**src/rtl/truth_table_sweeper_pkg.sv**
```systemverilog
// ---------------------------------------------------------------------------
// sweeper_pkg
// Shared types and helpers for the truth-table sweeper.
//   sweep_state_t  : sequencer states IDLE -> SETTLE -> SAMPLE -> FINISH
//   sweep_latency  : cycles from the accepted start edge to the done pulse
// ---------------------------------------------------------------------------
package sweeper_pkg;

  typedef enum logic [1:0] {
    IDLE   = 2'd0,
    SETTLE = 2'd1,
    SAMPLE = 2'd2,
    FINISH = 2'd3
  } sweep_state_t;

  // Every vector spends settle cycles settling plus one sample cycle, and the
  // done pulse lands one cycle after the last sample.
  function automatic int sweep_latency(input int n_in, input int settle);
    return (1 << n_in) * (settle + 1) + 1;
  endfunction

endpackage

```
**src/rtl/truth_table_sweeper_if.sv**
```systemverilog
// ---------------------------------------------------------------------------
// truth_table_sweeper_if
// Bundles the control and function-side signals of the sweeper.
//   start, abort   : sweep control from the control source
//   expected       : golden truth table, bit k = required y for stim == k
//   y_in           : output of the combinational function under control
//   stim           : registered input vector driven into the function
//   busy, done     : sweep in progress / one-cycle completion pulse
//   pass           : last completed sweep had no mismatches
//   result         : captured y per vector
//   mismatch       : result ^ latched expected, bit per vector
// master = control source / bench side, slave = sweeper side.
// ---------------------------------------------------------------------------
interface truth_table_sweeper_if #(
  parameter int N_IN = 3
);
  localparam int DEPTH = 2 ** N_IN;

  logic             start;
  logic             abort;
  logic [DEPTH-1:0] expected;
  logic             y_in;
  logic [N_IN-1:0]  stim;
  logic             busy;
  logic             done;
  logic             pass;
  logic [DEPTH-1:0] result;
  logic [DEPTH-1:0] mismatch;

  modport master (
    output start, abort, expected, y_in,
    input  stim, busy, done, pass, result, mismatch
  );

  modport slave (
    input  start, abort, expected, y_in,
    output stim, busy, done, pass, result, mismatch
  );

endinterface

```
**src/rtl/truth_table_sweeper_settle_timer.sv**
```systemverilog
// ---------------------------------------------------------------------------
// sweep_settle_timer
// 4-bit down-counter that times how long each stimulus vector is held.
//   clk, rst_n  : clock / asynchronous active-low reset
//   load_i      : load loadVal_i (wins over en_i)
//   loadVal_i   : value to load, the settle count minus one
//   en_i        : count down by one while nonzero
//   zero_o      : counter is at zero
// ---------------------------------------------------------------------------
module sweep_settle_timer (
  input  logic       clk,
  input  logic       rst_n,
  input  logic       load_i,
  input  logic [3:0] loadVal_i,
  input  logic       en_i,
  output logic       zero_o
);

  logic [3:0] cnt_q;
  logic [3:0] cnt_d;

  // Load has priority; the count saturates at zero rather than wrapping.
  always_comb begin
    cnt_d = cnt_q;
    if (load_i) begin
      cnt_d = loadVal_i;
    end else if (en_i && (cnt_q != 4'd0)) begin
      cnt_d = cnt_q - 4'd1;
    end
  end

  // Counter register.
  always_ff @(posedge clk or negedge rst_n) begin
    if (!rst_n) begin
      cnt_q <= 4'd0;
    end else begin
      cnt_q <= cnt_d;
    end
  end

  assign zero_o = (cnt_q == 4'd0);

endmodule

```
**src/rtl/truth_table_sweeper.sv**
```systemverilog
// ---------------------------------------------------------------------------
// truth_table_sweeper
// Walks every input vector 0..2**N_IN-1 into a small combinational function,
// holds each one for SETTLE cycles, samples the function output, and compares
// it against a truth table latched when the sweep starts.
//   clk, rst_n : clock / asynchronous active-low reset
//   bus        : truth_table_sweeper_if slave (start, abort, expected, y_in in;
//                stim, busy, done, pass, result, mismatch out)
// Parameters: N_IN stimulus width, SETTLE hold cycles before sampling (1..15).
// ---------------------------------------------------------------------------
module truth_table_sweeper #(
  parameter int N_IN   = 3,
  parameter int SETTLE = 2
) (
  input logic                  clk,
  input logic                  rst_n,
  truth_table_sweeper_if.slave bus
);
  // The state named SETTLE collides with the parameter of the same name, so
  // that state is always written with its package prefix below.
  import sweeper_pkg::*;

  localparam int              DEPTH       = 2 ** N_IN;
  localparam logic [3:0]      SETTLE_LOAD = 4'(SETTLE - 1);
  localparam logic [N_IN:0]   LAST_IDX    = (N_IN + 1)'(DEPTH - 1);

  sweep_state_t     state_q, state_d;
  logic [N_IN:0]    idx_q, idx_d;
  logic [N_IN-1:0]  stim_q, stim_d;
  logic [DEPTH-1:0] expLatched_q, expLatched_d;
  logic [DEPTH-1:0] result_q, result_d;
  logic [DEPTH-1:0] mismatch_q, mismatch_d;
  logic             pass_q, pass_d;

  logic acceptStart;
  logic lastVec;
  logic settleZero;
  logic timerLoad;
  logic timerEn;
  logic sweepBusy;
  logic sweepDone;

  // Abort beats start when both arrive in the same idle cycle.
  assign acceptStart = bus.start & ~bus.abort;
  // idx carries one spare bit so this compare never sees a wrapped index.
  assign lastVec     = (idx_q == LAST_IDX);

  sweep_settle_timer u_timer (
    .clk       (clk),
    .rst_n     (rst_n),
    .load_i    (timerLoad),
    .loadVal_i (SETTLE_LOAD),
    .en_i      (timerEn),
    .zero_o    (settleZero)
  );

  // State register.
  always_ff @(posedge clk or negedge rst_n) begin
    if (!rst_n) begin
      state_q <= IDLE;
    end else begin
      state_q <= state_d;
    end
  end

  // Next-state logic; FINISH always falls back to IDLE so an abort there
  // cannot swallow the done pulse.
  always_comb begin
    state_d = state_q;
    case (state_q)
      IDLE: begin
        if (acceptStart) state_d = sweeper_pkg::SETTLE;
      end
      sweeper_pkg::SETTLE: begin
        if (bus.abort)       state_d = IDLE;
        else if (settleZero) state_d = SAMPLE;
      end
      SAMPLE: begin
        if (bus.abort)    state_d = IDLE;
        else if (lastVec) state_d = FINISH;
        else              state_d = sweeper_pkg::SETTLE;
      end
      FINISH:  state_d = IDLE;
      default: state_d = IDLE;
    endcase
  end

  // Output and timer-control decode from the current state.
  always_comb begin
    sweepBusy = 1'b0;
    sweepDone = 1'b0;
    timerLoad = 1'b0;
    timerEn   = 1'b0;
    case (state_q)
      IDLE: begin
        timerLoad = acceptStart;
      end
      sweeper_pkg::SETTLE: begin
        sweepBusy = 1'b1;
        timerEn   = ~settleZero;
      end
      SAMPLE: begin
        sweepBusy = 1'b1;
        timerLoad = ~bus.abort & ~lastVec;
      end
      FINISH: begin
        sweepDone = 1'b1;
      end
      default: ;
    endcase
  end

  // Datapath next-state: latch the table on start, capture on the SAMPLE
  // exit edge, and fold the final compare into pass while in FINISH.
  always_comb begin
    idx_d        = idx_q;
    stim_d       = stim_q;
    expLatched_d = expLatched_q;
    result_d     = result_q;
    mismatch_d   = mismatch_q;
    pass_d       = pass_q;
    case (state_q)
      IDLE: begin
        if (acceptStart) begin
          idx_d        = '0;
          stim_d       = '0;
          expLatched_d = bus.expected;
          result_d     = '0;
          mismatch_d   = '0;
          pass_d       = 1'b0;
        end
      end
      sweeper_pkg::SETTLE: begin
        if (bus.abort) begin
          idx_d  = '0;
          stim_d = '0;
        end
      end
      SAMPLE: begin
        if (bus.abort) begin
          idx_d  = '0;
          stim_d = '0;
        end else begin
          result_d[idx_q[N_IN-1:0]]   = bus.y_in;
          mismatch_d[idx_q[N_IN-1:0]] = bus.y_in ^ expLatched_q[idx_q[N_IN-1:0]];
          if (!lastVec) begin
            idx_d  = idx_q + 1'b1;
            stim_d = idx_d[N_IN-1:0];
          end
        end
      end
      FINISH: begin
        pass_d = (mismatch_q == '0);
        idx_d  = '0;
        stim_d = '0;
      end
      default: ;
    endcase
  end

  // Datapath registers.
  always_ff @(posedge clk or negedge rst_n) begin
    if (!rst_n) begin
      idx_q        <= '0;
      stim_q       <= '0;
      expLatched_q <= '0;
      result_q     <= '0;
      mismatch_q   <= '0;
      pass_q       <= 1'b0;
    end else begin
      idx_q        <= idx_d;
      stim_q       <= stim_d;
      expLatched_q <= expLatched_d;
      result_q     <= result_d;
      mismatch_q   <= mismatch_d;
      pass_q       <= pass_d;
    end
  end

  assign bus.stim     = stim_q;
  assign bus.busy     = sweepBusy;
  assign bus.done     = sweepDone;
  assign bus.pass     = pass_q;
  assign bus.result   = result_q;
  assign bus.mismatch = mismatch_q;

endmodule

```
**src/flat_wrapper.sv**
```systemverilog
// flat-port wrapper written by rule: the top's interface ports become plain ports
module truth_table_sweeper_flat import sweeper_pkg::*;
#(
  parameter int N_IN   = 3,
  parameter int SETTLE = 2
)
  (clk, rst_n, bus_start, bus_abort, bus_expected, bus_y_in, bus_stim, bus_busy, bus_done, bus_pass, bus_result, bus_mismatch);
  truth_table_sweeper_if #(.N_IN(N_IN)) bus_i ();
  input logic clk;
  input logic rst_n;
  input wire logic [$bits(bus_i.start)-1:0] bus_start;
  input wire logic [$bits(bus_i.abort)-1:0] bus_abort;
  input wire logic [$bits(bus_i.expected)-1:0] bus_expected;
  input wire logic [$bits(bus_i.y_in)-1:0] bus_y_in;
  output wire logic [$bits(bus_i.stim)-1:0] bus_stim;
  output wire logic [$bits(bus_i.busy)-1:0] bus_busy;
  output wire logic [$bits(bus_i.done)-1:0] bus_done;
  output wire logic [$bits(bus_i.pass)-1:0] bus_pass;
  output wire logic [$bits(bus_i.result)-1:0] bus_result;
  output wire logic [$bits(bus_i.mismatch)-1:0] bus_mismatch;
  assign bus_i.start = bus_start;
  assign bus_i.abort = bus_abort;
  assign bus_i.expected = bus_expected;
  assign bus_i.y_in = bus_y_in;
  assign bus_stim = bus_i.stim;
  assign bus_busy = bus_i.busy;
  assign bus_done = bus_i.done;
  assign bus_pass = bus_i.pass;
  assign bus_result = bus_i.result;
  assign bus_mismatch = bus_i.mismatch;
  truth_table_sweeper #(.N_IN(N_IN), .SETTLE(SETTLE)) u_core (.clk(clk), .rst_n(rst_n), .bus(bus_i));
endmodule
```
**config.mk**
```make
export PLATFORM = sky130hd
export DESIGN_NAME = truth_table_sweeper_flat
export DESIGN_NICKNAME = d
export VERILOG_FILES = /design/src/rtl/truth_table_sweeper_pkg.sv /design/src/rtl/truth_table_sweeper_if.sv /design/src/rtl/truth_table_sweeper_settle_timer.sv /design/src/rtl/truth_table_sweeper.sv /design/src/flat_wrapper.sv
export SDC_FILE = /design/constraint.sdc
export NUM_CORES = 1
export LEC_CHECK = 0
export ABC_AREA = 1
export BUFFER_PORTS_ARGS = -buffer_cell sky130_fd_sc_hd__buf_2
export CORE_MARGIN = 8
export CORE_UTILIZATION = 52
export DETAILED_ROUTE_END_ITERATION = 12
export GPL_ROUTABILITY_DRIVEN = 0
export PLACE_DENSITY_LB_ADDON = 0.05
export SLEW_MARGIN = 20
export SYNTH_ARGS = -nofsm -noshare
export SYNTH_HDL_FRONTEND = slang
export SYNTH_HIERARCHICAL = 1
export SYNTH_SLANG_ARGS = --single-unit
```
**constraint.sdc**
```tcl
create_clock -name clk -period 4.8 [get_ports clk]
set_clock_uncertainty 0.2 [all_clocks]
set_input_delay 0.24 -clock clk [delete_from_list [all_inputs] [get_ports clk]]
set_output_delay 0.24 -clock clk [all_outputs]
set_load 0.02 [all_outputs]
```
After elaboration in Yosys (flattened, before gate mapping)
Cells that the tools add are included.
- add/subtract/negate cells: 2
- $mul: 0
- divide/modulo/power cells: 0
- order comparisons: 2
- eq/ne operators: 9
- shifts and indexed selects: 0
- multiplexer cells: 35
- bitwise operators: 6
- reduce and logical (&&, ||, !) cells: 15
- operator list (operator ; count):
    case mux 8 bit (2 select lines) ; 2
    2-to-1 mux 4 bit ; 6
    2-to-1 mux 8 bit ; 3
    bitwise mux 8 bit ; 2
    case mux 4 bit (4 select lines) ; 1
    2-to-1 mux 3 bit ; 4
    case mux 3 bit (4 select lines) ; 1
    2-to-1 mux 2 bit ; 5
    zero test 8 bit ; 1
    case mux 2 bit (4 select lines) ; 1
    2-to-1 mux 1 bit ; 6
    AND reduction 2 bit ; 3
    AND reduction 3 bit ; 2
    nonzero test 2 bit ; 3
    adder 4 x 1 -> 4 bit, second input constant ; 1
    == test 2 bit, second input constant ; 2
    == test 4 x 3 -> 1 bit, second input constant ; 1
    zero test 4 bit ; 1
    < comparator 3 x 4 -> 1 bit, second input constant ; 1
    != test 2 bit, second input constant ; 2
    case mux 1 bit (2 select lines) ; 2
    nonzero test 4 bit ; 1
    subtractor 4 x 1 -> 4 bit, second input constant ; 1
    binary-select mux 1 bit (select 3 bit) ; 1
    other kinds (12) ; 16
- flip-flop bits (word level): 38
- bits in latches: 0
- memory bits (writable): 0
- memory bits (read-only): 0
- bits of input ports: 13
- output and inout bits: 22
- word-level logic and storage cells: 77
- memories: 0

Logic depth before layout (Yosys ltp)
- depth in word-level cells: 7
- gate-level depth with buffers: 11
- mapped depth without buffers: 11

By module
Netlist, hierarchy kept.
- by module, submodules not included (module ; instances ; cells each ; area an instance (µm²) ; seq. area each (µm²)):
    truth_table_sweeper ; 1 ; 226 ; 1650.3 ; 775.7
    sweep_settle_timer ; 1 ; 46 ; 295.3 ; 100.1

Worst setup path after synthesis
No wires, ideal clock.
- path type: reg2reg
- start point: register u_core.state_q[0]
- end point: register u_core.u_timer.cnt_q[3]
- setup time: 0.117 ns
- arrival time: 1.969 ns
- required time: 4.483 ns
- slack: 2.514 ns
- stages on the path, launching flop included: 12
- path buffers: 0
- period minus slack after synthesis: 2.286 ns
- cells stage by stage: dfrtp_1 inv_1 ha_1 inv_2 nor2_2 inv_2 o21ai_0 inv_2 nand3b_1 nand2_1 clkinv_1 nand2_1
- elaborated cells on any way between the ends: 8
- those cells by class: eq/ne: 2; mux: 3; reduce/logical: 3
- RTL lines (what ; line ; text):
    start, declared ; truth_table_sweeper.sv:27 ; sweep_state_t state_q, state_d;
    start signal, assigned ; truth_table_sweeper.sv:62 ; state_q <= state_d;
    == test 2 bit / zero test 2 bit (equally long branches) ; truth_table_sweeper.sv:94 ; case (state_q)
    case mux 1 bit (2 select lines) * ; truth_table_sweeper.sv:94 ;
    via u_core.timerLoad ; truth_table_sweeper.sv:38 ; logic timerLoad;
    2-to-1 mux 4 bit / nonzero test 2 bit (equally long branches) ; - ;
    end signal, assigned ; truth_table_sweeper_settle_timer.sv:37 ; cnt_q <= cnt_d;
    end, declared ; truth_table_sweeper_settle_timer.sv:19 ; logic [3:0] cnt_q;
The timed path passes the listed nets; every way through them passes the cells marked *.
A chain may end at the register's enable or synchronous reset.

Worst setup path after layout
Same ends and word-level chain as after synthesis.

==> impl_metrics.py <==
metrics = {
    "outcome": {
        "outcome": "finished clean",
    },
    "timing": {
        "finalMaxSlewViolations": 0,
        "timing.final.crit_share": 0.549,
        "worstMarginPinSlew_ns": 0.800,
        "hold_slack_ns": 0.0734,
        "tns_ns": 0,
        "hold_viol_final": 0,
        "grt_setup_unrepaired": "false",
        "fin_ws_ns": 2.16,
        "min_period_ns": 2.64,
        "max_clock_freq_mhz": 379,
        "finalSetupViolations": 0,
        "relSlewSlack": 0.461,
    },
    "finish": {
        "n_fill_cell": 377,
        "n_antenna_cell": 0,
        "area_growth_pct": 21.1,
        "drive_gt1_frac": 0.172,
        "register_area_um2": 876,
        "multi_input_area_um2": 900,
        "final_net_count": 337,
    },
    "critical_path": {
        "r2r_slack_ns": 2.16,
        "path_class": "reg2reg",
        "worst_r2r_endpoint": "u_core/u_timer/cnt_q[3]",
        "cpMostUsedCell": "inv_2",
        "cp_cell_sequence": "inv_1 > ha_1 > inv_2 > nor2_2 > inv_2 > o21ai_0 > inv_2 > nand3b_1 > nand2_1 > clkinv_1 > nand2_1",
        "r2r.worst_path.cells": 11,
        "max_stage_delay_ns": 0.64,
        "cp_max_fo": 8,
        "end_kind": "flip-flop",
        "timing.rr.start": "u_core/state_q[0]",
        "slowest_stage": "o21ai_0",
        "critPathArrivalTime_ns": 2.62,
        "worstSetupStartpointType": "flip-flop",
        "critPathRequiredTime_ns": 4.78,
    },
    "synthesis": {
        "synthAdderAreaFrac": 0.0386,
        "synth_xor_area_frac": 0.00450,
        "synth_top_family_by_area": "simple AND/OR/NAND/NOR gates",
        "ys_ff_latch": 35,
        "yosys.area_share.simple": 0.339,
        "netlist_area_um2": 1950,
        "synth_cells": 272,
        "synth_mux_area_frac": 0,
        "synth_cell_type_count": 25,
        "ys_seq_area_frac": 0.450,
        "synth_area_per_cell_um2": 7.15,
        "synth-compound-area-share": 0.0727,
        "yosys_warnings": 6,
    },
    "floorplan": {
        "design.core.area_um2": 3630,
        "rows": 22,
        "dieArea_um2": 5960,
        "die-height_um": 77.2,
        "initial_core_util": 0.535,
        "die_x_um": 77.2,
        "io_pins": 35,
    },
    "global_routing": {
        "antenna_found_initial": 0,
        "grt_usage": 0.166,
        "grt_first_pass_wirelength_um": 8120,
        "grt_max_degree": 36,
        "grt-ovfl-total": 0,
        "grt_pass1_vias": 1830,
    },
    "detailed_routing": {
        "viasPerCell": 4.94,
        "drt_wl_total_um": 4510,
        "drt_iter0_drc": 83,
        "drc": 0,
        "detail-route-antenna-nets": 0,
        "vias": 1813,
        "wl_per_cell_um": 12.3,
        "drt_pass1_iterations": 4,
    },
    "pwr": {
        "p_sw_frac": 0.407,
        "peakVddDrop_v": 0.000303,
        "comb_power_share": 0.417,
        "p_int_mw": 0.689,
        "switchingPower_mw": 0.472,
        "powerDensity_nw_per_um2": 493,
        "p_leak_nw": 1.34,
        "clkPwrFrac": 0.234,
        "p_seq_frac": 0.349,
    },
    "clocking": {
        "clk_path_buf_depth": 2,
        "post-cts-setup-buffers": 0,
        "clk_pin_slew_ns": 0.07,
        "cts-buffers-inserted": 5,
        "clkLatencyLatePin_ns": 0.28,
        "ctsHtreeMaxLevel": 2,
        "cts_tree": "yes",
        "clock-root-buffer": "clkbuf_8",
        "cts_sinks": 35,
    },
    "place": {
        "hpwlAfterDp_um": 3230,
        "post-place-ws_ns": 2.19,
        "io_buffers": 34,
    },
    "hold_path": {
        "hold_depth": 3,
        "hold_path_class": "in2reg",
        "hp-start": "bus_y_in",
        "min_to": "u_core/bus.result[4]",
    },
    "job": {
        "cap_violations": 0,
    },
}
## power by group through the flow
stage | Sequential, mW | Combinational, mW | Clock (mW)
after global routing | 0.414 | 0.559 | 0.292
final | 0.405 | 0.484 | 0.272
after CTS | 0.405 | 0.487 | 0.279
after floorplan | 0.410 | 0.360 | 0
after detailed placement | 0.411 | 0.475 | 0
after global placement | 0.409 | 0.469 | 0
## worst max path at each step
| stage | slack, ns | endpoint | depth (start not counted) | startpoint |
|---|---|---|---|---|
| floorplan | 2.51 | u_core/u_timer/cnt_q[3] | 11 | u_core/state_q[0] |
| global placement | 2.26 | u_core/u_timer/cnt_q[3] | 11 | u_core/state_q[0] |
| detailed placement | 2.19 | u_core/u_timer/cnt_q[3] | 11 | u_core/state_q[0] |
| CTS | 2.16 | u_core/u_timer/cnt_q[3] | 11 | u_core/state_q[0] |
| global route | 1.85 | u_core/u_timer/cnt_q[3] | 11 | u_core/state_q[0] |
| finish | 2.16 | u_core/u_timer/cnt_q[3] | 11 | u_core/state_q[0] |
## synth_stat cells
master / count / area [um2]
dfrtp_1: 35 / 876
inv_1: 32 / 120
ha_1: 6 / 75.1
o21ai_2: 3 / 26.3
nor4_1: 2 / 12.5
nand2_1: 101 / 379
nand2_2: 2 / 12.5
nand3_1: 23 / 115
buf_4: 3 / 22.5
conb_1: 2 / 7.51
clkinv_1: 1 / 3.75
nor3_1: 1 / 5.00
nand2_4: 1 / 11.3
nor3b_1: 1 / 7.51
xor2_1: 1 / 8.76
o21ai_0: 15 / 75.1
nor2_2: 2 / 12.5
nor2_1: 22 / 82.6
buf_2: 1 / 5.00
inv_2: 5 / 18.8
nand4_1: 1 / 6.26
o21ai_1: 6 / 30.0
clkbuf_1: 2 / 7.51
a21oi_1: 2 / 10.0
nand3b_1: 2 / 15.0
## area by class of cell
class,count,area share
multi-input combinational,195,0.382
sequential,35,0.372
timing repair buffer,43,0.110
inverter,38,0.0605
clock buffer,6,0.0351
tap,48,0.0255
clock inverter,2,0.0149
## metrics by stage
stage               cell area (um2)  total power, mW   util  cells
floorplan                      1950            0.770      -    274
global placement               2150            0.878  0.591    350
detailed placement             2150            0.886  0.591    350
CTS                            2360             1.17  0.648    367
global route                   2360             1.27  0.648    367
finish                         2360             1.16  0.648    367
## cell families after synthesis
logic type,count (synthesis)
simple gates,158
buf+inv,44
flops,35
compound gates,26
fa+ha+maj,6
other cells,2
xor+xnor,1
## registers in the layout, summed over array words and instances (netlist names)
signal / count
u_core/expLatched_q: 8
u_core/u_timer/cnt_q: 4
u_core/idx_q: 4
u_core/bus.pass: 1
u_core/state_q: 2
u_core/bus.result: 8
u_core/bus.mismatch: 8
## layer usage
layer  routed length, um  global-route usage  share of wire
met1                2120               0.206           0.47
met2                2150               0.265           0.48
met3                 187              0.0490          0.041
met4                  58              0.0566          0.013
met5                   0                   0              0
## placed cells by master (no fill, tap or decap), drive strengths merged
master and count:
nor3 1, clkbuf 6, bufinv 1, clkinv 2
nor4 2, nand3b 2, nand3 23, xor2 1
buf 34, conb 4, nor2 24, nand2 104
inv 37, o21ai 24, ha 6, dlygate4sd3 9
a21oi 2, nor3b 1, dfrtp 35, nand4 1
## worst max-delay path, delay by kind of cell (launching register included)
family / cells / cell delay, ns
AO/OA/AOI/OAI: 1 / 0.64
adder cells (fa/ha/maj): 1 / 0.32
buffers and inverters: 5 / 0.49
flip-flops: 1 / 0.40
AND/OR/NAND/NOR: 4 / 0.49
## repair_timing
item / in CTS / in global routing
hold buffers: 9 / 0
endpoints found under the hold margin: 43 / 0
gates resized for setup: 0 / 0
Note: power is estimated with default switching activity, not from simulation.
